`src/rtl/afifo_pkg.sv`:
```
// Shared helpers for the asynchronous FIFO pointer controllers:
// pointer-width helper and width-agnostic binary/Gray conversions.
package afifo_pkg;

    // Widest pointer the helpers handle; callers zero-extend in and truncate out.
    localparam int PTR_MAX_W = 32;

    function automatic int ptr_width(input int addr_w);
        return addr_w + 1;
    endfunction

    function automatic logic [PTR_MAX_W-1:0] bin2gray(input logic [PTR_MAX_W-1:0] b);
        return b ^ (b >> 1);
    endfunction

    // Zero-extended upper bits contribute nothing to the running XOR,
    // so the result is exact for any narrower pointer.
    function automatic logic [PTR_MAX_W-1:0] gray2bin(input logic [PTR_MAX_W-1:0] g);
        logic [PTR_MAX_W-1:0] b;
        b[PTR_MAX_W-1] = g[PTR_MAX_W-1];
        for (int i = PTR_MAX_W - 2; i >= 0; i--) begin
            b[i] = b[i+1] ^ g[i];
        end
        return b;
    endfunction

endpackage

```
`src/rtl/afifo_wptr_ctrl_if.sv`:
```
// Push handshake, RAM write port, pointer crossing and status bundle
// between a producer and the asynchronous FIFO write-pointer controller.
interface afifo_wptr_ctrl_if
    import afifo_pkg::*;
#(
    parameter int ADDR_WIDTH = 4
);
    localparam int PTR_W = ptr_width(ADDR_WIDTH);

    logic                  in_valid;
    logic                  in_ready;
    logic [PTR_W-1:0]      rptr_gray;
    logic [PTR_W-1:0]      wptr_gray;
    logic                  wen;
    logic [ADDR_WIDTH-1:0] waddr;
    logic                  full;
    logic                  almost_full;
    logic [PTR_W-1:0]      level;

    modport master (
        output in_valid, rptr_gray,
        input  in_ready, wptr_gray, wen, waddr, full, almost_full, level
    );

    modport slave (
        input  in_valid, rptr_gray,
        output in_ready, wptr_gray, wen, waddr, full, almost_full, level
    );

endinterface

```
`src/rtl/gray_sync.sv`:
```
// Multi-flop synchroniser for a Gray-coded pointer crossing into clk.
// Shared by the write- and read-side pointer controllers.
module gray_sync #(
    parameter int WIDTH  = 5,
    parameter int STAGES = 2
) (
    input  logic             clk,
    input  logic             resetn,
    input  logic [WIDTH-1:0] d,
    output logic [WIDTH-1:0] q
);

    logic [STAGES-1:0][WIDTH-1:0] stage_q;

    // NOTE: this is a handful of discrete flops, not a RAM, so every stage
    // takes the async reset; otherwise full/level would be X after reset.
    always_ff @(posedge clk or negedge resetn) begin
        if (!resetn) begin
            stage_q <= '0;
        end else begin
            stage_q <= {stage_q[STAGES-2:0], d};
        end
    end

    assign q = stage_q[STAGES-1];

endmodule

```
`src/rtl/afifo_wptr_ctrl.sv`:
```
// Write-side pointer controller of an asynchronous FIFO: push handshake,
// RAM write port, Gray write pointer, and full/almost_full/level from the synced read pointer.
module afifo_wptr_ctrl
    import afifo_pkg::*;
#(
    parameter int ADDR_WIDTH      = 4,
    parameter int SYNC_STAGES     = 2,
    parameter int ALMOST_FULL_THR = 12
) (
    input  logic                    clk,
    input  logic                    resetn,
    afifo_wptr_ctrl_if.slave        bus
);

    localparam int PTR_W = ptr_width(ADDR_WIDTH);
    localparam int DEPTH = 1 << ADDR_WIDTH;

    typedef logic [PTR_W-1:0] ptr_t;

    // Full when the write pointer is one lap ahead: top two Gray bits inverted.
    localparam ptr_t FULL_MASK = ptr_t'(3) << (PTR_W - 2);
    localparam ptr_t AF_THR    = ptr_t'(ALMOST_FULL_THR);

    logic init_q;
    ptr_t wbin_q;
    ptr_t wptr_gray_q;
    ptr_t wbin_nxt;
    ptr_t rq;
    ptr_t rbin;
    ptr_t level_w;
    logic full_w;
    logic ready_w;
    logic push;

    gray_sync #(
        .WIDTH  (PTR_W),
        .STAGES (SYNC_STAGES)
    ) u_rptr_sync (
        .clk    (clk),
        .resetn (resetn),
        .d      (bus.rptr_gray),
        .q      (rq)
    );

    // NOTE: every signal gets a value on every pass through this block, so
    // no latch is inferred; all terms depend only on flops and in_valid.
    always_comb begin
        wbin_nxt = wbin_q + ptr_t'(1);
        rbin     = ptr_t'(gray2bin(PTR_MAX_W'(rq)));
        full_w   = (wptr_gray_q == (rq ^ FULL_MASK));
        level_w  = wbin_q - rbin;
        ready_w  = init_q & ~full_w;
        push     = bus.in_valid & ready_w;
    end

    // NOTE: state updates use non-blocking assignments so all flops sample
    // their inputs from before the edge, independent of statement order.
    always_ff @(posedge clk or negedge resetn) begin
        if (!resetn) begin
            init_q      <= 1'b0;
            wbin_q      <= '0;
            wptr_gray_q <= '0;
        end else begin
            init_q <= 1'b1;
            if (push) begin
                wbin_q      <= wbin_nxt;
                wptr_gray_q <= ptr_t'(bin2gray(PTR_MAX_W'(wbin_nxt)));
            end
        end
    end

    assign bus.in_ready    = ready_w;
    assign bus.wen         = push;
    assign bus.waddr       = wbin_q[ADDR_WIDTH-1:0];
    assign bus.wptr_gray   = wptr_gray_q;
    assign bus.full        = full_w;
    assign bus.level       = level_w;
    assign bus.almost_full = (level_w >= AF_THR);

    // The crossing pointer may change by at most one bit per edge.
    a_gray_step: assert property (@(posedge clk) disable iff (!resetn)
        $countones(wptr_gray_q ^ $past(wptr_gray_q)) <= 1);

    // Only an illegal read pointer (ahead of the write pointer) can trip this.
    a_level_range: assert property (@(posedge clk) disable iff (!resetn)
        level_w <= ptr_t'(DEPTH));

endmodule

```
`src/flat_wrapper.sv`:
```
// flat-port wrapper written by rule: the top's interface ports become plain ports
module afifo_wptr_ctrl_flat import afifo_pkg::*;
#(
    parameter int ADDR_WIDTH      = 4,
    parameter int SYNC_STAGES     = 2,
    parameter int ALMOST_FULL_THR = 12
)
  (clk, resetn, bus_in_valid, bus_rptr_gray, bus_in_ready, bus_wptr_gray, bus_wen, bus_waddr, bus_full, bus_almost_full, bus_level);
  afifo_wptr_ctrl_if #(.ADDR_WIDTH(ADDR_WIDTH)) bus_i ();
  input  logic clk;
  input  logic resetn;
  input wire logic [$bits(bus_i.in_valid)-1:0] bus_in_valid;
  input wire logic [$bits(bus_i.rptr_gray)-1:0] bus_rptr_gray;
  output wire logic [$bits(bus_i.in_ready)-1:0] bus_in_ready;
  output wire logic [$bits(bus_i.wptr_gray)-1:0] bus_wptr_gray;
  output wire logic [$bits(bus_i.wen)-1:0] bus_wen;
  output wire logic [$bits(bus_i.waddr)-1:0] bus_waddr;
  output wire logic [$bits(bus_i.full)-1:0] bus_full;
  output wire logic [$bits(bus_i.almost_full)-1:0] bus_almost_full;
  output wire logic [$bits(bus_i.level)-1:0] bus_level;
  assign bus_i.in_valid = bus_in_valid;
  assign bus_i.rptr_gray = bus_rptr_gray;
  assign bus_in_ready = bus_i.in_ready;
  assign bus_wptr_gray = bus_i.wptr_gray;
  assign bus_wen = bus_i.wen;
  assign bus_waddr = bus_i.waddr;
  assign bus_full = bus_i.full;
  assign bus_almost_full = bus_i.almost_full;
  assign bus_level = bus_i.level;
  afifo_wptr_ctrl #(.ADDR_WIDTH(ADDR_WIDTH), .SYNC_STAGES(SYNC_STAGES), .ALMOST_FULL_THR(ALMOST_FULL_THR)) u_core (.clk(clk), .resetn(resetn), .bus(bus_i));
endmodule
```
`config.mk`:
```
export PLATFORM = sky130hd
export DESIGN_NAME = afifo_wptr_ctrl_flat
export DESIGN_NICKNAME = d
export VERILOG_FILES = /design/src/rtl/afifo_pkg.sv /design/src/rtl/afifo_wptr_ctrl_if.sv /design/src/rtl/gray_sync.sv /design/src/rtl/afifo_wptr_ctrl.sv /design/src/flat_wrapper.sv
export SDC_FILE = /design/constraint.sdc
export NUM_CORES = 1
export LEC_CHECK = 0
export CORE_MARGIN = 2
export CORE_UTILIZATION = 30
export CTS_CLUSTER_SIZE = 8
export DETAILED_ROUTE_END_ITERATION = 16
export GPL_TIMING_DRIVEN = 0
export SLEW_MARGIN = 20
export SYNTH_ARGS = -nofsm -noshare
export SYNTH_HDL_FRONTEND = slang
export SYNTH_SLANG_ARGS = --single-unit
```
`constraint.sdc`:
```
create_clock -name clk -period 2.6 [get_ports clk]
set_input_delay 0.26 -clock clk [delete_from_list [all_inputs] [get_ports clk]]
set_output_delay 0.26 -clock clk [all_outputs]
set_load 0.02 [all_outputs]
```
==> impl_metrics.yaml, run 1 <==
cts:
  clock_sinks: 20
  root_buffer: "clkbuf_4"
  clk_path_buf_depth: 2
  clock_latency_ps: 290
  cts_made_buffers: 3
  cts_tree: "built"
  htreeDepth: 1
  clk_pin_slew_ps: 110
  cts_hold_buf: 0
sta:
  slew_headroom: 0.4068
  tightest_slew_ps: 887.0
  fin_crit_ps: 3094
  timing.fmax_mhz: 323.2
  rsz0062_at_grt: "yes"
  hold_viol: 0
  finalWorstSetupSlack_ps: -494.4
  finalSetupTns_ps: -1456
  setup_viol_count_final: 5
  timing.final.crit_share: 1.190
  fin_worst_skew_ps: 2.855
  final_max_slew_viol_count: 0
floorplanning:
  core_area_um2: 3284
  ioPinCount: 26
  row_count: 21
  fp.dieW_um: 61.91
  fp.dieArea_um2: 3832
  chipHeight_um: 61.91
  start_util: 0.3063
status:
  status: "finished, violations left"
  violations: "setup timing"
routing:
  drc: 0
  vias_per_cell: 4.141
  wl_per_cell_um: 11.60
  met2_length_um: 967
  met3_length_um: 71
  top_layer_used: "met4"
  met1Wirelength_um: 833
  dr.pass1.iters: 4
  antenna_left: 0
  vias: 675
  drt_wl_total_mm: 1.891
  drt_iter0_drc: 12
critical_path:
  path_class: "reg2out"
  crit_path_start_kind: "flip-flop"
  required_ps: 2340
  crit_arrival_ps: 2830
  cp_max_fo: 2
  crit_path_frequent_cell: "xor2_2"
  critical_path.cell_chain: "xnor2_2 > xor2_2 > xor2_2 > xnor2_1 > ha_2 > inv_2 > fa_2 > a21o_1 > a21oi_2 > xor2_2 > a21o_1 > buf_6"
  end_kind: "primary output"
  cpPeakStageDelay_ps: 420
  cp_slowest_cell: "dfrtp_1"
global_route:
  grt_max_degree: 21
  grt_pass1_wl_mm: 2.801
  grt_pass1_vias: 646
  antenna_found_initial: 0
  grt_usage: 0.1010
  grt-ovfl-total: 0
place:
  dpl_cell_area_um2: 1330
  dp_hpwl_mm: 1.359
  dp.cells: 151
  gp_congestion: 0.7491
  dp_slack_ps: -852.9
  io_buffers: 25
pwr:
  peakVddDrop_v: 0.0004468
  p_leak_nw: 0.6465
  power.density_nw_per_um2: 1399
  power.total_w: 0.002046
logic_synthesis:
  yosys.area_share.simple: 0.07711
  synth.distinct_cells: 21
  synthMuxAreaShare: 0.05970
  synth_compound_area_frac: 0.05473
  synthArstFlopShare: 1.000
  synth-xor-area-share: 0.1990
  synth_seq_cells: 20
  yosys_warnings: 0
  synth_top_cell_by_area: "dfrtp_1"
  syn_avg_cell_area_um2: 12.57
  synth_edf_count: 0
  synthTopCellsByCount: "dfrtp_1, xor2_1, xnor2_1, a21oi_1, ha_1"
  synthFlopType: "dfrtp_1"
  syn_area_um2: 1006
  synth.area.top_cells: "dfrtp_1, xor2_1, xnor2_1"
  synth_nets: 94
  synth_top_area_frac: 0.4975
  synth_cells: 80
  synth_adder_area_share: 0.08209
  synth_top_family_by_area: "XOR/XNOR gates"
  yosysMostFrequentCell: "dfrtp_1"
  ys_seq_area_frac: 0.4975
final_layout:
  regArea_um2: 500.5
  multi_input_area_um2: 533.0
  diodes: 0
  drive_gt1_frac: 0.2991
  stdcell_count: 163
  area_growth_pct: 45.40
  fin_nets: 132
  fill_cells: 322
  fin_area_um2: 1463
min_path:
  hp-class: "reg2reg"
run:
  cap_violations: 0
-- path summary, 6_finish.rpt --
path	startpoint	endpoint	slack, ps	cells past startpoint
setup / recovery	u_core.u_rptr_sync.q[4]$_DFF_PN0_	bus_almost_full	-490	12
max in group asynchronous	resetn	u_core.u_rptr_sync.q[2]$_DFF_PN0_	1600	1
min in group asynchronous	resetn	u_core.init_q$_DFF_PN0_	460	1
hold reg to reg	u_core.u_rptr_sync.stage_q[4]$_DFF_PN0_	u_core.u_rptr_sync.q[4]$_DFF_PN0_	360	0
hold / removal	u_core.u_rptr_sync.stage_q[4]$_DFF_PN0_	u_core.u_rptr_sync.q[4]$_DFF_PN0_	360	0
setup reg to reg	u_core.u_rptr_sync.q[2]$_DFF_PN0_	u_core.bus.wptr_gray[1]$_DFFE_PN0P_	880	5
-- kinds of logic after synthesis --
| group | count (synthesis) |
|---|---|
| muxes | 4 |
| other | 1 |
| adders and majority gates | 6 |
| xor gates and xnor gates | 22 |
| AOI/OAI and AO/OA | 9 |
| DFF | 20 |
| and+or+nand+nor | 13 |
| buffers and inverters | 5 |
-- routing by layer --
| layer | track usage | vias up |
|---|---|---|
| met5 | 0 | - |
| met4 | 0.03040 | 0 |
| met3 | 0.01863 | 2 |
| met2 | 0.1789 | 15 |
| met1 | 0.1248 | 330 |
| li1 | - | 328 |
-- worst max-delay path: cells and delay by family (launching register included) --
kind	cells	cell delay, ps
AOI/OAI and AO/OA	3	520
buffers and inverters	2	170
DFF	1	420
xor gates and xnor gates	5	880
adders and majority gates	2	530
-- cell usage in the layout (no fill, tap or decap), types with 2 or more instances in the layout --
| cell | instances |
|---|---|
| a21o_1 | 3 |
| xor2_1 | 7 |
| buf_4 | 8 |
| nor2_1 | 2 |
| nor2b_1 | 3 |
| clkbuf_4 | 3 |
| inv_1 | 2 |
| ha_1 | 4 |
| mux2_4 | 4 |
| dfrtp_1 | 20 |
| a21oi_2 | 2 |
| xnor2_1 | 10 |
| buf_6 | 5 |
| clkdlybuf4s50_1 | 19 |
| a21oi_1 | 3 |
| xor2_2 | 3 |
| nand2_1 | 4 |
-- timing repair --
action / 4_1_cts / 5_1_grt
setup endpoints to repair: 6 / 5
gates resized for setup: 32 / 3
pin swaps: 10 / 3
buffers inserted: 6 / 2
-- final cells by class --
| cell class | instances | share of cell area |
|---|---|---|
| Inverter | 3 | 0.007699 |
| Sequential cell | 20 | 0.3422 |
| Multi-Input combinational cell | 55 | 0.3644 |
| Timing Repair Buffer | 33 | 0.2113 |
| Buffer | 2 | 0.01027 |
| Clock buffer | 4 | 0.02481 |
| Tap cell | 46 | 0.03935 |
-- state kept, by name (all words and copies together), names as in the netlist --
| name | cells |
|---|---|
| u_core.u_rptr_sync.q | 5 |
| u_core.wbin_q | 5 |
| u_core.bus.wptr_gray | 4 |
| u_core.u_rptr_sync.stage_q | 5 |
| u_core.init_q | 1 |
-- stage by stage --
stage,hold slack (ps),utilization
final,362.1,0.4453
after global routing,369.8,0.4453
after CTS,365.0,0.4350
after detailed placement,335.5,0.4050
after global placement,331.6,0.4050
after floorplan,-35.59,-
-- report_power, final --
| group | internal [W] | total [W] | switching (W) | leakage [nW] |
|---|---|---|---|---|
| clock | 0.0000851 | 0.000178 | 0.0000931 | 0.0210 |
| combinational | 0.000712 | 0.00137 | 0.000660 | 0.390 |
| sequential | 0.000391 | 0.000496 | 0.000105 | 0.235 |
| total | 0.00119 | 0.00205 | 0.000858 | 0.646 |
Power figures use the tool's default switching activity.
==> run 2: changes to the inputs <==
==> constraint.sdc (replaced) <==
create_clock -name clk -period 2.6 [get_ports clk]
set_input_delay 0.52 -clock clk [delete_from_list [all_inputs] [get_ports clk]]
set_output_delay 0.52 -clock clk [all_outputs]
set_load 0.02 [all_outputs]
==> impl_metrics.yaml, run 2 (synthesis results as in run 1) <==
final_layout:
  regArea_um2: 500.5
  area_growth_pct: 45.65
  fill_cells: 321
  final_common_cell: "dfrtp_1"
  diodes: 0
  postLayoutCoreUtil: 0.4461
  layout_common_cells: "dfrtp_1, clkdlybuf4s50_1, xnor2_1"
  drive_gt1_frac: 0.3162
  multi_input_area_um2: 533.0
  fin_nets: 132
routing:
  drc: 0
  drt_wl_total_mm: 1.883
  drt_iter0_drc: 17
  wl_per_cell_um: 11.55
  vias: 675
  vias_per_cell: 4.141
  antenna_left: 0
  dr.pass1.iters: 4
critical_path:
  cp_slowest_cell: "dfrtp_1"
  cp_top_family: "XOR/XNOR gates"
  critical_path.cell_chain: "xnor2_2 > xor2_2 > xor2_2 > xnor2_1 > ha_2 > inv_2 > fa_2 > a21o_1 > a21oi_2 > xor2_2 > a21o_1 > buf_6"
  cpPeakStageDelay_ps: 420
  rr_startpoint: "u_core.u_rptr_sync.q[3]$_DFF_PN0_"
  crit_arrival_ps: 2830
  required_ps: 2080
  crit_path_start_kind: "flip-flop"
  startpoint: "u_core.u_rptr_sync.q[4]$_DFF_PN0_"
  end_kind: "primary output"
  cp_max_fo: 2
  path_class: "reg2out"
  path_buf_inv: 2
  crit_path_frequent_cell: "xor2_2"
pwr:
  p_leak_nw: 0.6634
  power.density_nw_per_um2: 1406
  peakVddDrop_v: 0.0004459
cts:
  clock_latency_ps: 290
  clock_sinks: 20
  clk_pin_slew_ps: 110
  root_buffer: "clkbuf_4"
  cts_made_buffers: 3
  cts_tree: "built"
  clk_path_buf_depth: 2
  htreeDepth: 1
sta:
  rsz0062_at_grt: "yes"
  finalSetupTns_ps: -2753
  timing.final.crit_share: 1.290
  setup_viol_count_final: 5
  timing.fmax_mhz: 298.2
  fin_crit_ps: 3354
  finalWorstSetupSlack_ps: -753.8
  final_max_slew_viol_count: 0
  slew_headroom: 0.4254
  hold_viol: 0
  fin_worst_skew_ps: 2.271
  tightest_slew_ps: 859.2
min_path:
  hp-class: "reg2reg"
  hold_start: "u_core.u_rptr_sync.stage_q[4]$_DFF_PN0_"
global_route:
  grt-ovfl-total: 0
  grt_pass1_vias: 646
  antenna_found_initial: 0
  grt_max_degree: 21
  grt_pass1_wl_mm: 2.801
  grt_usage: 0.1010
floorplanning:
  fp.dieW_um: 61.91
  fp.dieArea_um2: 3832
  row_count: 21
  chipHeight_um: 61.91
  start_util: 0.3063
  core_area_um2: 3284
  ioPinCount: 26
status:
  violations: "setup timing"
  status: "finished, violations left"
place:
  dp_slack_ps: -1113
  io_buffers: 25
  gp_congestion: 0.7491
  dp_hpwl_mm: 1.359
run:
  cap_violations: 0
[run 2: cell count changes in the layout (fill, tap and decap cells not counted)]
cell,change
clkdlybuf4s50_1,-3
inv_2,+1
inv_1,-1
buf_6,+1
dlymetal6s2s_1,+1
dlygate4sd2_1,+1
[run 2: power breakdown]
| part | leakage (nW) | internal (W) | switching [W] |
|---|---|---|---|
| clock network | 0.0210 | 0.0000851 | 0.0000926 |
| logic | 0.407 | 0.000722 | 0.000665 |
| registers | 0.235 | 0.000391 | 0.000105 |
[run 2: timing repair]
action,CTS,global route
endpoints found under the setup margin,7,7
gates resized for setup,37,7
setup buffers,6,2
gates cloned,0,0
pin swaps,10,4
hold buffers,0,0
hold endpoints to repair,0,0
[run 2: layout make-up]
class                      count  area share
tap                           46     0.03928
sequential                    20      0.3416
buffer                         2     0.01025
multi-input combinational     55      0.3638
clock buffer                   4     0.02477
inverter                       3    0.007686
timing repair buffer          33      0.2126
[run 2: worst paths after layout]
path,endpoint,slack [ps],cells after the start
setup / recovery,bus_almost_full,-750,12
hold / removal,u_core.u_rptr_sync.q[4]$_DFF_PN0_,360,0
min in group asynchronous,u_core.init_q$_DFF_PN0_,710,1
hold reg to reg,u_core.u_rptr_sync.q[4]$_DFF_PN0_,360,0
max in group asynchronous,u_core.u_rptr_sync.q[2]$_DFF_PN0_,1370,1
setup reg to reg,u_core.bus.wptr_gray[1]$_DFFE_PN0P_,810,6
[run 2: stage by stage]
| stage | total power (W) | hold slack (ps) | area [um^2] | cells |
|---|---|---|---|---|
| after global routing | 0.002215 | 369.8 | 1465 | 163 |
| after CTS | 0.002004 | 365.0 | 1423 | 161 |
| final | 0.002060 | 361.9 | 1465 | 163 |
| after global placement | 0.001763 | 331.6 | 1330 | 151 |
| after detailed placement | 0.001786 | 335.5 | 1330 | 151 |
| after floorplan | 0.001321 | 224.4 | 1022 | 80 |
[run 2: routing by layer]
| metal | GRT usage | wire length [um] | up-vias |
|---|---|---|---|
| met5 | 0 | 0 | - |
| met4 | 0.03040 | 19 | 0 |
| met3 | 0.01863 | 71 | 2 |
| met1 | 0.1248 | 826 | 329 |
| met2 | 0.1789 | 965 | 15 |
| li1 | - | - | 329 |
==> run 3: changes to the inputs <==
Settings changed: CTS_CLUSTER_SIZE 8 to 24, PLACE_DENSITY_LB_ADDON from default to 0.05.
==> impl_metrics.yaml, run 3 (synthesis results as in run 1) <==
place:
  gp_congestion: 0.6643
  dp_hpwl_mm: 1.366
  dpl_cell_area_um2: 1330
  io_buffers: 25
final_layout:
  fin_area_um2: 1465
  fill_cells: 338
  diodes: 0
  drive_gt1_frac: 0.3277
  final_common_cell: "dfrtp_1"
  multi_input_area_um2: 521.8
  regArea_um2: 500.5
  fin_nets: 134
  area_growth_pct: 45.65
  layout_common_cells: "dfrtp_1, clkdlybuf4s50_1, buf_4"
sta:
  fin_worst_skew_ps: 2.407
  timing.final.crit_share: 1.306
  fin_crit_ps: 3396
  tightest_slew_ps: 857.6
  setup_viol_count_final: 5
  slew_headroom: 0.4265
  final_max_slew_viol_count: 0
  hold_viol: 0
  finalWorstSetupSlack_ps: -795.7
  rsz0062_at_grt: "yes"
  timing.fmax_mhz: 294.5
  hold_slack_ps: 359.6
critical_path:
  crit_arrival_ps: 2880
  crit_path_frequent_cell: "xor2_2"
  path_class: "reg2out"
  cpPeakStageDelay_ps: 440
  worstRegToRegCells: 5
  required_ps: 2080
  cp_max_fo: 2
  end_kind: "primary output"
  crit_path_start_kind: "flip-flop"
  critical_path.cell_chain: "xnor2_2 > xor2_2 > xor2_2 > xnor2_1 > ha_2 > inv_2 > fa_2 > buf_4 > buf_4 > xor2_2 > a21o_1 > buf_6"
  cp_slowest_cell: "dfrtp_1"
cts:
  clk_pin_slew_ps: 110
  htreeDepth: 1
  clock_sinks: 20
  root_buffer: "clkbuf_4"
  cts_made_buffers: 3
  cts_tree: "built"
  clk_path_buf_depth: 2
  clock_latency_ps: 290
status:
  violations: "setup timing"
  status: "finished, violations left"
floorplanning:
  start_util: 0.3063
  core_area_um2: 3284
  fp.dieArea_um2: 3832
  fp.dieW_um: 61.91
  ioPinCount: 26
  row_count: 21
  chipHeight_um: 61.91
pwr:
  p_leak_nw: 0.6697
  power.density_nw_per_um2: 1390
  peakVddDrop_v: 0.0004949
global_route:
  grt_pass1_wl_mm: 3.194
  grt_usage: 0.1165
  antenna_found_initial: 0
  grt_pass1_vias: 695
  grt_max_degree: 21
  grt-ovfl-total: 0
routing:
  dr.pass1.iters: 3
  wl_per_cell_um: 11.24
  vias: 672
  drt_iter0_drc: 10
  drc: 0
  vias_per_cell: 4.073
  drt_wl_total_mm: 1.854
  antenna_left: 0
run:
  cap_violations: 0
min_path:
  hold_depth: 0
  hp-class: "reg2reg"
run 3: cell count changes in the layout (fill, tap and decap cells not counted):
| cell | change |
|---|---|
| buf_4 | +3 |
| buf_6 | -1 |
| xor2_2 | +1 |
| xor2_4 | -1 |
run 3: where the power goes:
part	internal (W)	total [W]	switching, W	leakage [nW]
sequential	0.000391	0.000494	0.000104	0.235
clock	0.0000853	0.000176	0.0000907	0.0210
combinational	0.000714	0.00137	0.000651	0.414
run 3: path summary, 6_finish.rpt:
kind | start | end | slack (ps)
max in group asynchronous | resetn | u_core.bus.wptr_gray[2]$_DFFE_PN0P_ | 1370
hold / removal | u_core.u_rptr_sync.stage_q[0]$_DFF_PN0_ | u_core.u_rptr_sync.q[0]$_DFF_PN0_ | 360
min in group asynchronous | resetn | u_core.wbin_q[3]$_DFFE_PN0P_ | 700
setup reg to reg | u_core.u_rptr_sync.q[2]$_DFF_PN0_ | u_core.bus.wptr_gray[1]$_DFFE_PN0P_ | 910
setup / recovery | u_core.u_rptr_sync.q[3]$_DFF_PN0_ | bus_almost_full | -800
hold reg to reg | u_core.u_rptr_sync.stage_q[0]$_DFF_PN0_ | u_core.u_rptr_sync.q[0]$_DFF_PN0_ | 360
run 3: through the flow:
step	instances	util	power [W]	TNS [ps]	setup slack, ps
final	165	0.4461	0.002036	-3071	-795.7
after global routing	165	0.4461	0.002197	-3747	-921.7
after CTS	162	0.4347	0.001991	-2969	-786.3
after detailed placement	151	0.4050	0.001789	-4624	-1131
after global placement	151	0.4050	0.001776	-4535	-1118
after floorplan	80	-	0.001321	-1091	-584.4
run 3: layout make-up:
class	instances	share of cell area
multi-input cells	55	0.3561
flip-flops and latches	20	0.3416
repair buffers	35	0.2203
well taps	46	0.03928
clock buffers	4	0.02477
plain buffers	2	0.01025
inverters	3	0.007686
run 3: critical path: cells and delay by family, from the launching register on:
family	cells	cell delay, ps
flops	1	440
compound gates	1	190
xor+xnor	5	970
buf+inv	4	440
fa+ha+maj	2	560
run 3: per-layer routing:
metal / up-vias / global-route usage / routed length [um]
li1: 334 / - / -
met1: 317 / 0.1545 / 830
met2: 19 / 0.1895 / 907
met3: 2 / 0.02070 / 94
met4: 0 / 0.04559 / 21
met5: - / 0 / 0
run 3: repair_timing:
| action | 4_1_cts | 5_1_grt |
|---|---|---|
| hold endpoints to repair | 0 | 0 |
| gates resized for setup | 33 | 9 |
| endpoints found under the setup margin | 7 | 7 |
| setup buffers | 7 | 3 |
| pin swaps | 9 | 12 |
| hold buffers | 0 | 0 |
